File: config.mk
export PLATFORM = sky130hd
export DESIGN_NAME = csp_cbuf_fifo
export DESIGN_NICKNAME = d
export VERILOG_FILES = /design/src/rtl/csp_cbuf_pkg.sv /design/src/rtl/cbuf_ram.sv /design/src/rtl/csp_cbuf_fifo.sv
export SDC_FILE = /design/constraint.sdc
export NUM_CORES = 1
export LEC_CHECK = 0
export BUFFER_PORTS_ARGS = -buffer_cell sky130_fd_sc_hd__buf_2
export CELL_PAD_IN_SITES_DETAIL_PLACEMENT = 1
export CELL_PAD_IN_SITES_GLOBAL_PLACEMENT = 2
export CORE_MARGIN = 4
export CORE_UTILIZATION = 40
export DETAILED_ROUTE_END_ITERATION = 7
export PLACE_DENSITY_LB_ADDON = 0.12
export SLEW_MARGIN = 10
export SYNTH_ARGS = -nofsm -noshare
export SYNTH_HDL_FRONTEND = slang
export SYNTH_SLANG_ARGS = --single-unit
File: constraint.sdc
create_clock -name clk -period 4.36 [get_ports clk]
set_clock_uncertainty 0.15 [all_clocks]
set_input_delay 0.436 -clock clk [delete_from_list [all_inputs] [get_ports clk]]
set_output_delay 0.436 -clock clk [all_outputs]
set_load 0.01 [all_outputs]
File: src/rtl/csp_cbuf_pkg.sv
// Shared helpers and types for the CSP conditional-buffer family of router blocks.
// Width derivation, route-field placement and a common handshake bundle.
package csp_cbuf_pkg;

  function automatic int ptr_w(input int depth);
    return (depth > 1) ? $clog2(depth) : 1;
  endfunction

  function automatic int cnt_w(input int depth);
    return $clog2(depth + 1);
  endfunction

  // The route field occupies the top ROUTE_W bits of a token.
  function automatic int route_lsb(input int width, input int route_w);
    return width - route_w;
  endfunction

  localparam int HS_DATA_W = 8;

  typedef struct packed {
    logic [HS_DATA_W-1:0] data;
    logic                 valid;
    logic                 ready;
  } hs_t;

endpackage

File: src/rtl/cbuf_ram.sv
// Token storage for the conditional buffer: synchronous write, asynchronous read.
module cbuf_ram
  import csp_cbuf_pkg::*;
#(
  parameter int WIDTH = 8,
  parameter int DEPTH = 4,
  parameter int PTR_W = ptr_w(DEPTH)
) (
  input  logic             clk,
  input  logic             we,
  input  logic [PTR_W-1:0] waddr,
  input  logic [WIDTH-1:0] wdata,
  input  logic [PTR_W-1:0] raddr,
  output logic [WIDTH-1:0] rdata
);

  logic [WIDTH-1:0] mem_q [DEPTH];

  // NOTE: contents carry no reset; occupancy lives in the control pointers,
  // so stale words are never observed and the array maps onto plain storage.
  always_ff @(posedge clk) begin
    if (we) mem_q[waddr] <= wdata;
  end

  assign rdata = mem_q[raddr];

endmodule

File: src/rtl/csp_cbuf_fifo.sv
// Router input-port buffer: each stored token is sent once on req (route field)
// and once on out (full word); the entry retires only when both have completed.
module csp_cbuf_fifo
  import csp_cbuf_pkg::*;
#(
  parameter int WIDTH     = 8,
  parameter int DEPTH     = 4,
  parameter int ROUTE_W   = 1,
  parameter int REQ_FIRST = 1
) (
  input  logic                         clk,
  input  logic                         reset,
  input  logic [WIDTH-1:0]             in_data,
  input  logic                         in_valid,
  output logic                         in_ready,
  output logic [WIDTH-1:0]             out_data,
  output logic                         out_valid,
  input  logic                         out_ready,
  output logic [ROUTE_W-1:0]           req_data,
  output logic                         req_valid,
  input  logic                         req_ready,
  output logic [cnt_w(DEPTH)-1:0]      count
);

  localparam int PTR_W     = ptr_w(DEPTH);
  localparam int CNT_W     = cnt_w(DEPTH);
  localparam int ROUTE_LSB = route_lsb(WIDTH, ROUTE_W);

  logic [PTR_W-1:0] rd_ptr_q, rd_ptr_d, wr_ptr_q, wr_ptr_d;
  logic [CNT_W-1:0] count_q, count_d;
  logic             req_done_q, req_done_d, out_done_q, out_done_d;

  logic             not_empty, push, pop, req_fire, out_fire;
  logic [WIDTH-1:0] head_word;

  cbuf_ram #(
    .WIDTH (WIDTH),
    .DEPTH (DEPTH),
    .PTR_W (PTR_W)
  ) u_ram (
    .clk   (clk),
    .we    (push),
    .waddr (wr_ptr_q),
    .wdata (in_data),
    .raddr (rd_ptr_q),
    .rdata (head_word)
  );

  // Offers depend on registered state only, so there is no in->out path.
  always_comb begin
    not_empty = (count_q != '0);
    in_ready  = !reset && (count_q != CNT_W'(DEPTH));
    req_valid = !reset && not_empty && !req_done_q;
    out_valid = !reset && not_empty && !out_done_q && ((REQ_FIRST == 0) || req_done_q);
    req_fire  = req_valid && req_ready;
    out_fire  = out_valid && out_ready;
    push      = in_valid && in_ready;
    pop       = not_empty && (req_done_q || req_fire) && (out_done_q || out_fire);
    out_data  = out_valid ? head_word : '0;
    req_data  = req_valid ? head_word[ROUTE_LSB +: ROUTE_W] : '0;
  end

  assign count = count_q;

  // NOTE: every variable gets its hold value first so no path leaves one
  // unassigned, which would otherwise infer a latch.
  always_comb begin
    rd_ptr_d   = rd_ptr_q;
    wr_ptr_d   = wr_ptr_q;
    count_d    = count_q;
    req_done_d = req_done_q;
    out_done_d = out_done_q;

    // DEPTH is a power of two, so pointer overflow is the modulo wrap.
    if (push) wr_ptr_d = wr_ptr_q + PTR_W'(1);

    if (pop) begin
      rd_ptr_d   = rd_ptr_q + PTR_W'(1);
      req_done_d = 1'b0;
      out_done_d = 1'b0;
    end else begin
      if (req_fire) req_done_d = 1'b1;
      if (out_fire) out_done_d = 1'b1;
    end

    case ({push, pop})
      2'b10:   count_d = count_q + CNT_W'(1);
      2'b01:   count_d = count_q - CNT_W'(1);
      default: count_d = count_q;
    endcase

    if (reset) begin
      rd_ptr_d   = '0;
      wr_ptr_d   = '0;
      count_d    = '0;
      req_done_d = 1'b0;
      out_done_d = 1'b0;
    end
  end

  // NOTE: non-blocking assignments so every flop samples pre-edge values.
  always_ff @(posedge clk) begin
    rd_ptr_q   <= rd_ptr_d;
    wr_ptr_q   <= wr_ptr_d;
    count_q    <= count_d;
    req_done_q <= req_done_d;
    out_done_q <= out_done_d;
  end

endmodule

==> Yosys cells after proc, flatten, opt, wreduce, memory -nomap -nowiden <==
Memory sizes are Yosys's and may differ from the RTL's. A register that Yosys moved wholly into a read port is not among the register bits.
Cells that the tools add are included.
{ "totals": {"register_bits": 9, "ramBits": 32, "elab_cells": 38, "n_memories": 1} }
{ "classes": {"eq_ne": 3, "n_addsub": 4, "muxes": 7, "reduce_logical": 18} }
{ "mem_list": {"columns": ["name", "words", "word_bits", "rd", "rd_clocked_by_memory_dff", "write_ports", "line", "rtl"], "rows": [
  ["u_ram.mem_q", 4, 8, 1, 1, 1, "cbuf_ram.sv:17", "logic [WIDTH-1:0] mem_q [DEPTH];"]
]} }
{ "ops": {"columns": ["operator", "n"], "rows": [
  ["1-bit logical AND", 10],
  ["8-bit two-way mux", 1],
  ["3-bit one-hot mux with 2 select lines", 1],
  ["2-bit by 1-bit adder with 2-bit output (second input constant)", 2],
  ["2-bit two-way mux", 2],
  ["3-bit by 1-bit adder with 3-bit output (second input constant)", 1],
  ["1-bit zero test", 3],
  ["1-bit two-way mux", 3],
  ["3-bit inequality test (second input constant)", 1],
  ["3-bit nonzero test", 1],
  ["3-bit by 1-bit subtractor with 3-bit output (second input constant)", 1],
  ["2-bit by 1-bit == test with 1-bit output (second input constant)", 1],
  ["2-bit == test (second input constant)", 1],
  ["1-bit logical OR", 2],
  ["2-bit nonzero test", 1],
  ["2-bit OR reduction", 1]
]} }

==> Depth between registers and ports, before layout <==
{ "depth": {"word_depth": 9, "ltp_mapped": 9, "ltp_nobuf": 9} }

==> Modules after synthesis <==
Synthesis repeated with hierarchy kept, for this count alone.
{ "unflattened": {"hier_cells": 109, "area_unflattened_um2": 1735.4} }
{ "modules_own_cells": {"columns": ["mod", "area_per_inst_um2", "instances", "cells_per_inst", "seq_area_each_um2"], "rows": [
  ["cbuf_ram", 1188.6, 1, 46, 960.9],
  ["csp_cbuf_fifo", 546.8, 1, 63, 180.2]
]} }

==> Worst setup path after synthesis <==
No wires, ideal clock.
{ "synth_path": {"path_kind": "register -> register", "start": "reg count_q[2] (netlist: count[2])", "end": "reg count_q[2] (netlist: count[2])", "setup_slack_ns": 2.091, "arrival_ns": 2.049, "setup_ns": 0.071, "path_stages_with_launch": 10, "synth_period_minus_slack_ns": 2.269, "cell_sequence": "dfxtp_1 > nor3b_1 > nor3b_2 > inv_1 > ha_1 > inv_1 > fa_1 > xor2_1 > or3_1 > a21oi_1"} }
{ "synth_via": {"elab_chain_cells": 9} }
{ "synth_lines": {"columns": ["item", "line", "rtl"], "rows": [
  ["from (decl)", "csp_cbuf_fifo.sv:30", "logic [CNT_W-1:0] count_q, count_d;"],
  ["from (signal assigned)", "csp_cbuf_fifo.sv:105", "count_q <= count_d;"],
  ["3-bit nonzero test", "csp_cbuf_fifo.sv:51", "not_empty = (count_q != '0);"],
  ["1-bit logical AND", "csp_cbuf_fifo.sv:53, csp_cbuf_fifo.sv:54", null],
  ["1-bit logical AND, on equally long branches", "csp_cbuf_fifo.sv:53, csp_cbuf_fifo.sv:54", null],
  ["1-bit logical AND, on equally long branches", "csp_cbuf_fifo.sv:55, csp_cbuf_fifo.sv:54", null],
  ["1-bit logical OR / 1-bit logical AND (equally long branches)", "csp_cbuf_fifo.sv:58, csp_cbuf_fifo.sv:56", null],
  ["1-bit logical AND / 1-bit logical OR (equally long branches)", "csp_cbuf_fifo.sv:58", "pop = not_empty && (req_done_q || req_fire) && (out_done_q || out_fire);"],
  ["1-bit logical AND", "csp_cbuf_fifo.sv:58", null],
  ["2-bit by 1-bit == test with 1-bit output / 2-bit == test (equally long branches)", "csp_cbuf_fifo.sv:86", "case ({push, pop})"],
  ["3-bit one-hot mux with 2 select lines / 2-bit nonzero test (equally long branches)", null, null]
]} }
Several ways; a longest one is shown, not always the timed one.
A chain may end at the register's enable or synchronous reset.

==> qor.yml <==
whs_path_depth: 1
fp.dieW_um: 75.1
ys_top_cells_by_area: "edfxtp_1 53%, dfxtp_1 12%, mux4_2 10%, ha_1 3.5%, nor2b_1 2.8%"
synth_top_cell_by_area: "edfxtp_1"
worstSkewPairLatency_ns: 0.29
antenna_found_initial: 0
syn_avg_cell_area_um2: 15.2
vias: 1038
htreeDepth: 2
fin_hold_ws_ns: 0.206
tritoncts: "yes"
timing.fmax_mhz: 409
grt_max_degree: 16
ant_nets: 0
drv_slew: 0
ir_drop_uv: 228
required_ns: 3.77
netlist_area_mm2: 0.00180
worstSetupStartpointType: "flip-flop"
ys_seq_area_share_pct: 65.6
async_flop_share_pct: 0
synth_top_area_share_pct: 53.4
hold_path.class: "in2reg"
setup_viol: 0
portBuffers: 27
final.setup.tns_ns: 0
clockBufferDepth: 2
n_antenna_cell: 0
die_area_mm2: 0.00563
post_cts_buffers: 0
clock_sinks: 43
routedWlPerCell_um: 16.6
clockRootBuffer: "clkbuf_8"
numCtsBuffers: 5
worstRegToRegCells: 9
synthDistinctLibCells: 28
maxSlewHeadroom_pct: 63.7
firstDrtPassIters: 4
dp_hpwl_mm: 2.52
row_count: 24
worstPathMaxFanout: 8
yosysWarnings: 0
coreArea_mm2: 0.00435
finalCritPeriodShare_pct: 56.1
grt_first_pass_wirelength_mm: 5.60
first_global_vias: 1104
area_growth_pct: 16.8
viasPerCell: 5.14
grtUsageTotal_pct: 14.2
p_leak_nw: 0.769
initial_core_util_pct: 41.3
gp_congestion: 0.684
synth_edf_count: 32
syn_nets: 137
maxCapViolations: 0
drt_iter0_markers: 51
drive_gt1_share_pct: 30.7
synth_ff_type: "edfxtp_1"
outcome: "complete, no violations"
grt_remaining_overflow: 0
cp-end-kind: "primary output"
synth_commonest_cells: "32 x edfxtp_1, 11 x dfxtp_1, 8 x mux4_2, 8 x nor2b_1"
fin_crit_ns: 2.44
fp.dieH_um: 75.1
postSynthCellCount: 118
cellPowerDensity_mw_per_mm2: 392
io_pins: 28
critPathKind: "reg2out"
yosysMostFrequentCell: "edfxtp_1"
nets: 168
grt_setup_unrepaired: "no"
postCtsHoldBufs: 0
route.detailed.drc: 0
cts_resized: 0
path_clk_slew_ns: 0.09
wirelength_mm: 3.35
hold_viol: 0
arrival_ns: 1.86
synth_seq_cells: 43
tightest_slew_ns: 0.544
==> placed cells by master (no fill, tap or decap), types with 2 or more instances in the layout <==
cell / Yosys / final
o21ai_0: 3 / 3
inv_1: 7 / 7
nor2_1: 7 / 7
mux4_2: 8 / 8
clkbuf_8: 0 / 5
and2_1: 5 / 5
a21oi_1: 7 / 7
ha_1: 5 / 5
buf_2: 1 / 27
xor2_1: 2 / 2
o31ai_1: 2 / 2
nand2_1: 2 / 2
nor3_1: 2 / 2
edfxtp_1: 32 / 32
or4_1: 2 / 2
dfxtp_1: 11 / 11
nor2b_1: 8 / 8
or3_1: 2 / 2
==> worst max-delay path: stages (launching register included) <==
cell     delay [ns]
dfxtp_1        0.67
mux4_2         0.59
nor2b_1        0.15
buf_2          0.16
==> flip-flops by register name (all words and copies together) (netlist names), named ones only <==
register     flops
count            3
out_done_q       1
rd_ptr_q         2
req_done_q       1
u_ram.mem_q     32
wr_ptr_q         2
==> power breakdown <==
group / leakage (nW) / internal, W / switching (W)
registers: 0.380 / 0.000454 / 0.00000872
logic: 0.334 / 0.0000220 / 0.0000305
clock network: 0.0548 / 0.000172 / 0.000136
==> routing by layer <==
layer | GRT usage (%) | vias up | part of all wire (%)
li1 | - | 502 | -
met1 | 17.4 | 511 | 43
met2 | 23.3 | 23 | 52
met3 | 4.94 | 2 | 4.9
met4 | 4.74 | 0 | 0.69
met5 | 0 | - | 0
==> metrics by stage <==
step	util, %	cells	instance area (µm²)	power, W	setup slack, ns
2_1_floorplan	-	118	1800	0.000502	2.09
3_3_place_gp	45.6	194	1990	0.000523	1.96
3_5_place_dp	45.6	194	1990	0.000527	1.85
4_1_cts	48.3	202	2100	0.000840	1.84
5_1_grt	48.3	202	2100	0.000866	1.70
6_report	48.3	202	2100	0.000824	1.92
==> worst paths after layout <==
kind	endpoint	slack (ns)	startpoint
hold / removal	u_ram.mem_q[0][4]$_DFFE_PP_	0.21	in_data[4]
setup / recovery	out_data[7]	1.92	flip-flop
hold reg to reg	out_done_q$_SDFFE_PP0P_	0.35	out_done_q$_SDFFE_PP0P_
setup reg to reg	count[2]$_SDFFE_PP0P_	1.92	count[2]$_SDFFE_PP0P_
==> area by class of cell <==
| class | instances | area [µm²] |
|---|---|---|
| clock buffer | 5 | 68.8 |
| fill | 443 | 2250 |
| timing repair buffer | 27 | 135 |
| clock inverter | 3 | 46.3 |
| multi-input combinational | 64 | 576 |
| sequential | 43 | 1180 |
| tap | 52 | 65.1 |
| inverter | 8 | 30.0 |
==> cells by family (layout without fill, tap and decap cells) <==
kind of cell	Yosys count	in the layout	synth area share, %
DFF	43	43	65.6
and+or+nand+nor	32	32	10.6
AOI/OAI and AO/OA	14	14	4.59
buffers and inverters	11	43	2.36
muxes	10	10	11.2
adders and majority gates	6	6	4.59
xor gates and xnor gates	2	2	0.974
(Power assumes the default switching activity.)
